File: config.mk
export PLATFORM = sky130hd
export DESIGN_NAME = ibex_fetch_align_fifo
export DESIGN_NICKNAME = d
export VERILOG_FILES = /design/src/rtl/ibex_pkg.sv /design/src/rtl/ibex_fetch_aligner.sv /design/src/rtl/ibex_fetch_align_fifo.sv
export SDC_FILE = /design/constraint.sdc
export NUM_CORES = 1
export LEC_CHECK = 0
export BUFFER_PORTS_ARGS = -buffer_cell sky130_fd_sc_hd__buf_4
export CAP_MARGIN = 10
export CORE_UTILIZATION = 49
export CTS_CLUSTER_DIAMETER = 150
export DETAILED_ROUTE_END_ITERATION = 6
export PLACE_DENSITY = 0.69
export SYNTH_ARGS = -nofsm -noshare
export SYNTH_HDL_FRONTEND = slang
export SYNTH_SLANG_ARGS = --single-unit
File: constraint.sdc
create_clock -name clk_i -period 12.34 [get_ports clk_i]
set_input_delay 0.617 -clock clk_i [delete_from_list [all_inputs] [get_ports clk_i]]
set_output_delay 0.617 -clock clk_i [all_outputs]
set_load 0.02 [all_outputs]
File: src/rtl/ibex_pkg.sv
// Shared types and helpers for the fetch alignment FIFO.
// Each FIFO entry holds one 32-bit bus response word and its error flag.
package ibex_pkg;

   typedef struct packed {
      logic [31:0] rdata;
      logic        err;
   } fetch_fifo_entry_t;

   localparam int unsigned FetchFifoDepthDefault = 3;

   // A RISC-V halfword starts a compressed instruction unless its two low bits are both set.
   function automatic logic is_compressed(input logic [15:0] halfword);
      return halfword[1:0] != 2'b11;
   endfunction

endpackage

File: src/rtl/ibex_fetch_aligner.sv
// Combinational head decoder: builds the aligned instruction from the two oldest
// FIFO words and decides how far the PC advances and whether the head word retires.
module ibex_fetch_aligner
   import ibex_pkg::*;
(
   input  logic              unaligned_i,
   input  fetch_fifo_entry_t e0_i,
   input  logic              v0_i,
   input  fetch_fifo_entry_t e1_i,
   input  logic              v1_i,
   output logic              out_valid_o,
   output logic [31:0]       out_rdata_o,
   output logic              out_err_o,
   output logic              out_err_plus2_o,
   output logic              pop_entry_o,
   output logic              incr4_o
);

   logic [15:0] loHalf;
   logic        errRaw;
   logic        plusTwoRaw;

   always_comb begin
      loHalf      = e0_i.rdata[31:16];
      out_valid_o = v0_i;
      out_rdata_o = e0_i.rdata;
      errRaw      = e0_i.err;
      plusTwoRaw  = 1'b0;
      pop_entry_o = 1'b1;
      incr4_o     = 1'b1;
      if (!unaligned_i) begin
         // A clean aligned compressed instruction leaves the upper half of the word for next time.
         if (!e0_i.err && is_compressed(e0_i.rdata[15:0])) begin
            pop_entry_o = 1'b0;
            incr4_o     = 1'b0;
         end
      end else begin
         out_rdata_o = {e1_i.rdata[15:0], loHalf};
         if (e0_i.err) begin
            errRaw = 1'b1;
         end else if (is_compressed(loHalf)) begin
            errRaw  = 1'b0;
            incr4_o = 1'b0;
         end else begin
            out_valid_o = v0_i & v1_i;
            errRaw      = e1_i.err;
            plusTwoRaw  = e1_i.err;
         end
      end
   end

   // Error flags are only meaningful alongside a valid head, so stale storage never leaks out.
   assign out_err_o       = out_valid_o & errRaw;
   assign out_err_plus2_o = out_valid_o & plusTwoRaw;

endmodule

File: src/rtl/ibex_fetch_align_fifo.sv
// Fetch FIFO between the instruction bus and IF/ID: buffers response words,
// realigns straddling instructions and tracks the PC of the head instruction.
module ibex_fetch_align_fifo
   import ibex_pkg::*;
#(
   parameter int unsigned Depth    = FetchFifoDepthDefault,
   parameter int unsigned NumReqs  = 2,
   parameter bit          ResetAll = 1'b0
) (
   input  logic        clk_i,
   input  logic        rst_ni,
   input  logic        clear_i,
   input  logic [31:0] clear_addr_i,
   output logic        busy_o,
   input  logic        in_valid_i,
   input  logic [31:0] in_rdata_i,
   input  logic        in_err_i,
   output logic        out_valid_o,
   input  logic        out_ready_i,
   output logic [31:0] out_rdata_o,
   output logic [31:0] out_addr_o,
   output logic        out_err_o,
   output logic        out_err_plus2_o
);

   localparam int unsigned CntW = $clog2(Depth + 1);

   fetch_fifo_entry_t entries_q [Depth];
   fetch_fifo_entry_t entries_d [Depth];
   logic [CntW-1:0]   count_q, count_d, countAfterPop;
   logic [31:0]       addr_q, addr_d;
   logic [Depth-1:0]  validVec;
   logic              popEntry, incrBy4, handshake, popWord, pushWord;
   logic              unusedAddrBit;

   assign unusedAddrBit = clear_addr_i[0];

   always_comb begin
      validVec = '0;
      for (int i = 0; i < int'(Depth); i++) begin
         validVec[i] = i < int'(count_q);
      end
   end

   ibex_fetch_aligner u_aligner (
      .unaligned_i     (addr_q[1]),
      .e0_i            (entries_q[0]),
      .v0_i            (validVec[0]),
      .e1_i            (entries_q[1]),
      .v1_i            (validVec[1]),
      .out_valid_o     (out_valid_o),
      .out_rdata_o     (out_rdata_o),
      .out_err_o       (out_err_o),
      .out_err_plus2_o (out_err_plus2_o),
      .pop_entry_o     (popEntry),
      .incr4_o         (incrBy4)
   );

   assign out_addr_o    = addr_q;
   assign handshake     = out_valid_o & out_ready_i & ~clear_i;
   assign popWord       = handshake & popEntry;
   assign countAfterPop = count_q - CntW'(popWord);
   assign pushWord      = in_valid_i & ~clear_i & (countAfterPop != CntW'(Depth));
   assign busy_o        = int'(count_q) > (int'(Depth) - int'(NumReqs));

   // Shift on pop, then the incoming word lands in the lowest slot that is free after the shift.
   always_comb begin
      entries_d = entries_q;
      if (popWord) begin
         for (int i = 0; i < int'(Depth) - 1; i++) begin
            entries_d[i] = entries_q[i+1];
         end
      end
      if (pushWord) begin
         for (int i = 0; i < int'(Depth); i++) begin
            if (CntW'(i) == countAfterPop) begin
               entries_d[i] = {in_rdata_i, in_err_i};
            end
         end
      end
   end

   always_comb begin
      count_d = countAfterPop + CntW'(pushWord);
      addr_d  = addr_q;
      if (clear_i) begin
         count_d = '0;
         addr_d  = {clear_addr_i[31:1], 1'b0};
      end else if (handshake) begin
         addr_d = addr_q + (incrBy4 ? 32'd4 : 32'd2);
      end
   end

   always_ff @(posedge clk_i or negedge rst_ni) begin
      if (!rst_ni) begin
         count_q <= '0;
         addr_q  <= '0;
      end else begin
         count_q <= count_d;
         addr_q  <= addr_d;
      end
   end

   if (ResetAll) begin : g_storage_reset
      always_ff @(posedge clk_i or negedge rst_ni) begin
         if (!rst_ni) begin
            for (int i = 0; i < int'(Depth); i++) begin
               entries_q[i] <= '0;
            end
         end else begin
            entries_q <= entries_d;
         end
      end
   end else begin : g_storage_noreset
      always_ff @(posedge clk_i) begin
         entries_q <= entries_d;
      end
   end

   // The requester must never deliver a response it has no room for.
   assert property (@(posedge clk_i) disable iff (!rst_ni)
      !(in_valid_i && !clear_i && (countAfterPop == CntW'(Depth))));

endmodule

After elaboration in Yosys (flattened, before gate mapping)
Index checks and enable logic that the tools add are counted.
W data, S select, Z words.
{ "word_totals": {"out_inout_bits": 68, "mem_bits_rw": 0, "mem_bits_ro": 0, "inputBits": 70, "mem_count": 0, "latch_bits": 0, "elab_cells": 56, "register_bits": 133} }
{ "op_classes": {"eq_ne": 5, "add_sub_neg": 3, "n_bitwise": 9, "n_mux": 23, "div_mod_pow": 0, "n_lt_le_gt_ge": 3, "reduce_logical": 5, "mul": 0, "n_shift": 0} }
{ "ops": {"columns": ["operator", "n"], "rows": [
  ["$mux W33", 3],
  ["$mux W99", 1],
  ["$mux W32", 3],
  ["$mux W66", 1],
  ["$add A32 B3 Y32", 1],
  ["$mux W1", 13],
  ["$and A1 B1 Y1", 8],
  ["$ne A2 B2 Y1 const B", 3],
  ["$lt A1 B2 Y1 const A", 2],
  ["$mux W3", 1],
  ["$add A2 B1 Y2", 1],
  ["$eq A1 B2 Y1 const A", 1],
  ["$eq A2 B2 Y1 const A", 1],
  ["$gt A2 B1 Y1 const B", 1],
  ["$logic_not A2 Y1", 1],
  ["$mux W2", 1],
  ["$reduce_and A2 Y1", 1],
  ["$reduce_bool A2 Y1", 1],
  ["$sub A2 B1 Y2", 1],
  ["$logic_and A1 B1 Y1", 1],
  ["$logic_not A1 Y1", 1],
  ["$not A1 Y1", 1]
]} }

Depth between registers and ports, before layout
Gate-level depths: netlist of the first run.
{ "depth": {"depth_word": 13, "ltp_mapped": 12, "depth_no_buf": 10} }

By module
Synthesis of the first run repeated with hierarchy kept, for this count alone.
{ "unflattened": {"hier_cells": 611, "area_unflattened_um2": 6239.7} }
{ "modules_own_cells": {"columns": ["module", "n_inst", "seq_area_each_um2", "area_each_um2", "cells_each"], "rows": [
  ["ibex_fetch_align_fifo", 1, 3138.0, 5756.8, 563],
  ["ibex_fetch_aligner", 1, 0.0, 483.0, 48]
]} }

Worst setup path before layout of the first run
No wires, ideal clock.
{ "synth_timing": {"kind": "input port to flip-flop", "from": "input port clear_i", "to": "register entries_q[0] (netlist bit), enable pin", "arrival_time_ns": 4.121, "path_slack_ns": 7.754, "setup_time_ns": 0.464, "required_time_ns": 11.876, "cell_stages": 7, "path_cell_list": "clkbuf_1 -> a2111oi_4 -> buf_6 -> buf_6 -> ha_1 -> xnor2_1 -> nor3_1"} }
{ "synth_via": {"elab_chain_len": 7, "elab_cells_between_ends": 9, "classes_between": "add/sub (1); eq/ne (2); bitwise (5); reduce/logical (1)"} }
{ "synth_lines": {"columns": ["item", "line", "source"], "rows": [
  ["from (decl)", "ibex_fetch_align_fifo.sv:12", "input logic clear_i,"],
  ["$not A1 Y1 (*)", "ibex_fetch_align_fifo.sv:60, ibex_fetch_align_fifo.sv:63", null],
  ["$and A1 B1 Y1", "ibex_fetch_align_fifo.sv:60", "assign handshake = out_valid_o & out_ready_i & ~clear_i;"],
  ["$and A1 B1 Y1", "ibex_fetch_align_fifo.sv:61", "assign popWord = handshake & popEntry;"],
  ["$sub A2 B1 Y2", "ibex_fetch_align_fifo.sv:62", "assign countAfterPop = count_q - CntW'(popWord);"],
  ["$ne A2 B2 Y1", "ibex_fetch_align_fifo.sv:63", "assign pushWord = in_valid_i & ~clear_i & (countAfterPop != CntW'(Depth));"],
  ["$and A1 B1 Y1", "ibex_fetch_align_fifo.sv:63", null],
  ["$reduce_and A2 Y1 (no line) (*)", null, null],
  ["to (signal assigned)", "ibex_fetch_align_fifo.sv:116", "entries_q <= entries_d;"],
  ["to (decl)", "ibex_fetch_align_fifo.sv:28", "fetch_fifo_entry_t entries_q [Depth];"]
]} }
Mark *: on every way between the ends. The rest lies on a longest branch, timed or not.
A chain may end at the register's enable or synchronous reset.

Worst setup path in the final report of the first run
{ "layout_timing": {"from": "register addr_q[1] (netlist: out_addr_o[1])", "to": "register entries_q[17] (netlist bit), enable pin"} }
{ "layout_via": {"elab_chain_len": 8, "elab_cells_between_ends": 10, "classes_between": "add/sub (1); eq/ne (2); mux (2); bitwise (4); reduce/logical (1)"} }
{ "layout_lines": {"columns": ["item", "line", "source"], "rows": [
  ["from (decl)", "ibex_fetch_align_fifo.sv:31", "logic [31:0] addr_q, addr_d;"],
  ["from (signal assigned)", "ibex_fetch_align_fifo.sv:100", "addr_q <= addr_d;"],
  ["$mux W1", "ibex_fetch_aligner.sv:31", "if (!unaligned_i) begin"],
  ["$and A1 B1 Y1 (2 in a row)", "ibex_fetch_align_fifo.sv:60", null],
  ["$and A1 B1 Y1 (*)", "ibex_fetch_align_fifo.sv:61", null],
  ["$sub A2 B1 Y2 (*)", "ibex_fetch_align_fifo.sv:62", null],
  ["$ne A2 B2 Y1", "ibex_fetch_align_fifo.sv:63", null],
  ["$and A1 B1 Y1", "ibex_fetch_align_fifo.sv:63", null],
  ["$reduce_and A2 Y1 (no line) (*)", null, null]
]} }
Marked as above.

==> results.json, run 1 <==
{
  "drtIter0Drc": 433,
  "syn_inst": 626,
  "pin_count": 138,
  "p_leak_uw": 0.003095,
  "ant_nets": 0,
  "grt_overflow_total": 0,
  "die_w_um": 115.5,
  "dr.pass1.iters": 4,
  "clkLatencyLatePin_ps": 410,
  "netlist_area_sq_um": 6317,
  "fin_skew_ps": 6.385,
  "setup_viol": 0,
  "syn_nets": 701,
  "synth_edf_count": 33,
  "layout_commonest_cell": "buf_4",
  "post-route-util_pct": 63.26,
  "diodes": 0,
  "cts.sink_count": 132,
  "holdBufCountCts": 0,
  "period_minus_slack_ps": 3447,
  "nets": 819,
  "worst_pin_slew_ps": 1101,
  "post_cts_buffers": 0,
  "yosysUniqueCellTypes": 48,
  "register_area_sq_um": 3138,
  "totalWireLength_um": 14980,
  "clock_path_buffers": 2,
  "final_layout_size_suffix_gt1_share_pct": 27.87,
  "fin_crit_sh_pct": 27.93,
  "grt_pass1_vias": 4892,
  "htree_levels": 4,
  "slew_viol_final": 0,
  "viasPerCell": 5.545,
  "grt_max_degree": 67,
  "dp_hpwl_um": 9990,
  "slew_headroom_pct": 26.57,
  "core-area_sq_um": 12620,
  "powerDensity_nw_per_um2": 221.1,
  "ys_seq_area_share_pct": 49.67,
  "ys_ff_latch": 132,
  "max_cap_viol_count": 0,
  "antenna_found_initial": 0,
  "post_cts_resized": 0,
  "rsz0062_at_grt": "false",
  "worst_ep_required_time_ps": 12420,
  "grt_pass1_wl_um": 23970,
  "wire_per_inst_um": 16.12,
  "worst_setup_path_end_kind": "register",
  "syn2layout_area_growth_pct": 26.36,
  "hold_viol_final": 0,
  "vias": 5151,
  "route.detailed.drc": 0,
  "cp_data_arrival_time_ps": 3530,
  "cp-start-kind": "register",
  "avgSynthCellArea_sq_um": 10.09,
  "multi_input_area_sq_um": 2950,
  "initial_core_util_pct": 50.06,
  "layout_common_cells": "buf_4, nor2_1, a21oi_1, mux2i_1, dfxtp_1",
  "cts.reportedPaths.clkPinSlew_ps": 60,
  "crit_fanout": 40,
  "max_freq_mhz": 290.1,
  "min_path_type": "in -> async",
  "std_cell_rows": 41,
  "clockRootBuffer": "clkbuf_16",
  "routabilityCongestion": 0.7862,
  "cts_made_buffers": 17,
  "outcome": "finished, final reports clean",
  "portBuffers": 135,
  "max-vdd-ir-drop_v": 0.0001473,
  "die_h_um": 115.5,
  "grt_util_all_layers_pct": 23.40,
  "fillers": 1091,
  "ff2ff_path_depth": 7,
  "tritoncts": "built",
  "design.die.area_sq_um": 13350,
  "async_flop_share_pct": 25.00,
  "worst-setup-path-type": "reg -> reg",
  "yosys_warnings": 0,
  "synthFlopType": "dfxtp_1",
  "tns_ps": 0
}
-- area by class of cell --
cell class | count | area share [%]
clock buffer | 20 | 5.721
clock inverter | 12 | 1.630
inverter | 9 | 0.4232
multi-input combinational | 443 | 36.96
sequential | 132 | 39.31
tap | 172 | 2.696
timing repair buffer | 141 | 13.26
-- stage by stage --
| step | instance area (sq um) | hold slack, ps | std cells | setup WS [ps] | total power, uW |
|---|---|---|---|---|---|
| after floorplan | 6317 | 321.4 | 626 | 7754 | 1057 |
| after global placement | 7396 | 494.6 | 897 | 8891 | 1251 |
| after detailed placement | 7396 | 513.8 | 897 | 8859 | 1279 |
| after CTS | 7983 | 158.0 | 929 | 8847 | 1779 |
| after global routing | 7983 | 181.7 | 929 | 8657 | 1862 |
| final | 7983 | 149.4 | 929 | 8893 | 1765 |
-- worst max-delay path: stages, from the launching register on --
cell and delay (ps):
dfrtp_1 360, buf_4 290, and4b_1 320, a2111oi_4 370
ha_1 220, xnor2_1 180, nor3_2 890, buf_4 470
-- sequential cells by signal, indices dropped and copies added, names as in the netlist --
| signal | count |
|---|---|
| entries_q | 99 |
| out_addr_o | 31 |
| count_q | 2 |
-- logic make-up (layout without fill, tap and decap cells) --
logic type / Yosys count / in the layout / synth area share (%)
simple gates: 193 / 193 / 14.99
compound gates: 140 / 140 / 13.29
flops: 132 / 132 / 49.67
mux: 99 / 99 / 16.32
buf+inv: 51 / 182 / 3.862
fa+ha+maj: 5 / 5 / 1.109
xor+xnor: 5 / 5 / 0.6932
other cells: 1 / 1 / 0.05936
-- final timing paths --
kind                                startpoint             end  slack, ps
min in group clk_i              in_rdata_i[12]   entries_q[13]        390
worst max register to register   out_addr_o[1]   entries_q[17]       8890
worst min-delay path                    rst_ni   out_addr_o[4]        150
max in group asynchronous               rst_ni  out_addr_o[26]      11860
worst min register to register   entries_q[33]   entries_q[66]        520
worst max-delay path             out_addr_o[1]   entries_q[17]       8890
-- synthesized netlist by cell type (all sizes together) (2+ instances only) --
library cell | number | share of area, %
nor2 | 97 | 5.8
a21oi | 67 | 5.3
mux2i | 67 | 11
dfxtp | 66 | 21
dfrtp | 33 | 13
edfxtp | 33 | 16
mux2 | 32 | 5.7
clkbuf | 26 | 1.5
a31oi | 23 | 2.3
or4 | 21 | 2.5
nand2 | 19 | 1.1
o21ai | 18 | 1.4
buf | 16 | 1.8
o31ai | 15 | 1.8
nand3 | 14 | 1.1
or3 | 11 | 1.1
nand4 | 10 | 0.99
inv | 9 | 0.53
and4 | 5 | 0.69
o2111ai | 5 | 0.69
and3 | 4 | 0.40
ha | 4 | 0.79
nor2b | 4 | 0.40
xor2 | 4 | 0.55
o211ai | 3 | 0.36
a221oi | 2 | 0.28
and2 | 2 | 0.20
or2 | 2 | 0.20
-- metal layers --
metal  vias to the layer above  global-route usage [%]  share of wire (%)
met5                         -                       0                  0
met4                         0                   10.22                2.0
met3                        24                   6.276                5.5
met2                       147                   37.13                 48
met1                      2432                   30.09                 44
li1                       2548                       -                  -
-- where the power goes --
group	switching (uW)	internal, uW	total, uW
clock	186	308	493
sequential	97.2	579	676
combinational	312	283	595
total	595	1170	1760
(Power assumes the default switching activity.)
==> inputs of run 2 (changes only) <==
clock period = 3.3 ns   (was 12.34 ns; I/O delays follow)
==> results.json, run 2 (same netlist as run 1, synthesis figures left out) <==
{
  "outcome": "finished with violations",
  "violations": "hold timing",
  "cts_made_buffers": 17,
  "cts.sink_count": 132,
  "cp-start-kind": "register",
  "dp_hpwl_um": 10070,
  "slew_headroom_pct": 24.75,
  "holdBufCountCts": 41,
  "max-vdd-ir-drop_v": 0.0005028,
  "fin_skew_ps": 8.489,
  "post_cts_buffers": 0,
  "largest_reg_flops": 99,
  "cts.reportedPaths.clkPinSlew_ps": 60,
  "path_delay_family": "simple AND/OR/NAND/NOR gates",
  "cp_data_arrival_time_ps": 3310,
  "p_int_uw": 4296,
  "tns_ps": 0,
  "max_cap_viol_count": 0,
  "total_power_uw": 6539,
  "clock_path_buffers": 2,
  "fin_ws_ps": 321.5,
  "layout_common_cells": "buf_4, nor2_1, a21oi_1, mux2i_1, dfxtp_1",
  "fillers": 1042,
  "die_h_um": 115.5,
  "r2r_start": "out_addr_o[1]",
  "pwr-share-comb_pct": 34.8,
  "dp_slack_ps": 364.2,
  "grt_pass1_wl_um": 25300,
  "final_layout_size_suffix_gt1_share_pct": 26.68,
  "crit_fanout": 6,
  "routabilityCongestion": 0.8010,
  "die_w_um": 115.5,
  "min_to": "out_addr_o[4]",
  "clockRootBuffer": "clkbuf_16",
  "syn2layout_area_growth_pct": 33.17,
  "ant_nets": 0,
  "design.die.area_sq_um": 13350,
  "reg2reg_slack_ps": 320,
  "holdPathStages": 3,
  "clkLatencyLatePin_ps": 420,
  "core-area_sq_um": 12620,
  "crit_path_max_incr_delay_ps": 470,
  "tritoncts": "built",
  "min_path_type": "in -> reg",
  "holdWs_ps": -1.212,
  "slew_viol_final": 0,
  "dr.pass1.iters": 4,
  "route.detailed.drc": 0,
  "antenna_found_initial": 0,
  "grt_overflow_total": 0,
  "rr_endpoint": "out_addr_o[21]",
  "seqPwrFrac_pct": 38.8,
  "ff2ff_path_depth": 9,
  "initial_core_util_pct": 50.06,
  "grt_util_all_layers_pct": 24.54,
  "top_register": "entries_q",
  "worst-setup-path-type": "reg -> reg",
  "p_clk_share_pct": 26.4,
  "grt_max_degree": 67,
  "htree_levels": 4,
  "powerDensity_nw_per_um2": 777.2,
  "p_leak_uw": 0.003269,
  "pin_count": 138,
  "hold_path_startpoint": "clear_addr_i[4]",
  "fin_crit_sh_pct": 90.26,
  "max_freq_mhz": 335.7,
  "setup_viol": 0,
  "hold_viol_final": 1,
  "worst_setup_path_end_kind": "register",
  "totalWireLength_um": 15620,
  "drtIter0Drc": 392,
  "nets": 864,
  "std_cell_rows": 41,
  "swShare_pct": 34.29,
  "viasPerCell": 5.503,
  "rsz0062_at_grt": "false",
  "power.switching_uw": 2242,
  "period_minus_slack_ps": 2978,
  "grt_pass1_vias": 5229,
  "cp_cell_sequence": "and3_1, or3_1, inv_1, ha_1, fa_1, and2_0, o2111ai_1, or4_1, a31oi_1",
  "worst_ep_required_time_ps": 3630,
  "vias": 5360,
  "portBuffers": 135,
  "crit_slowest_cell": "or4_1",
  "crit_buf_inv": 1,
  "wire_per_inst_um": 16.04,
  "post_cts_resized": 0,
  "worst_pin_slew_ps": 1129,
  "layout_commonest_cell": "buf_4",
  "diodes": 0
}
-- run 2: per-stage QoR --
step	hold slack, ps	std cells	area (sq um)	utilization [%]
6_report	-1.212	974	8413	66.67
5_1_grt	12.01	974	8413	66.67
4_1_cts	0.1510	974	8413	66.67
3_5_place_dp	143.8	901	7458	59.10
3_3_place_gp	143.8	901	7458	59.10
2_1_floorplan	-130.6	626	6329	-
-- run 2: metal layers --
| layer | global-route usage, % | up-vias | share of wire (%) | wire length (um) |
|---|---|---|---|---|
| met3 | 5.858 | 29 | 4.4 | 692 |
| met2 | 40.12 | 140 | 49 | 7675 |
| met1 | 31.15 | 2545 | 44 | 6919 |
| li1 | - | 2646 | - | - |
| met4 | 10.39 | 0 | 2.1 | 332 |
| met5 | 0 | - | 0 | 0 |
-- run 2: worst max-delay path by stage --
stage             startpoint             end  slack [ps]  cells past startpoint
2_1_floorplan  out_addr_o[1]    entries_q[0]         280                      7
3_3_place_gp   out_addr_o[1]  out_addr_o[21]         440                      9
3_5_place_dp   out_addr_o[1]  out_addr_o[21]         360                      9
4_1_cts        out_addr_o[1]  out_addr_o[21]         330                      9
5_1_grt        out_addr_o[1]  out_addr_o[21]         170                      9
6_report       out_addr_o[1]  out_addr_o[21]         320                      9
-- run 2: area by class of cell --
type	instances	area, sq um	area share [%]
Clock inverter	13	111.4	1.324
Timing Repair Buffer	186	1524	18.11
Clock buffer	19	432.9	5.146
Tap cell	172	215.2	2.558
Sequential cell	132	3139	37.31
Multi-Input combinational cell	443	2957	35.14
Inverter	9	33.78	0.4015
-- run 2: power groups by stage --
stage | Clock, uW | Sequential (uW) | Combinational, uW
after floorplan | 0 | 2480 | 1480
after global placement | 0 | 2520 | 2170
after detailed placement | 0 | 2560 | 2240
after CTS | 1760 | 2530 | 2300
after global routing | 1830 | 2610 | 2480
final | 1730 | 2540 | 2280
-- run 2: worst min-delay path: stages --
cell and delay [ps]:
buf_4 80, nand2_1 40, o21ai_0 90
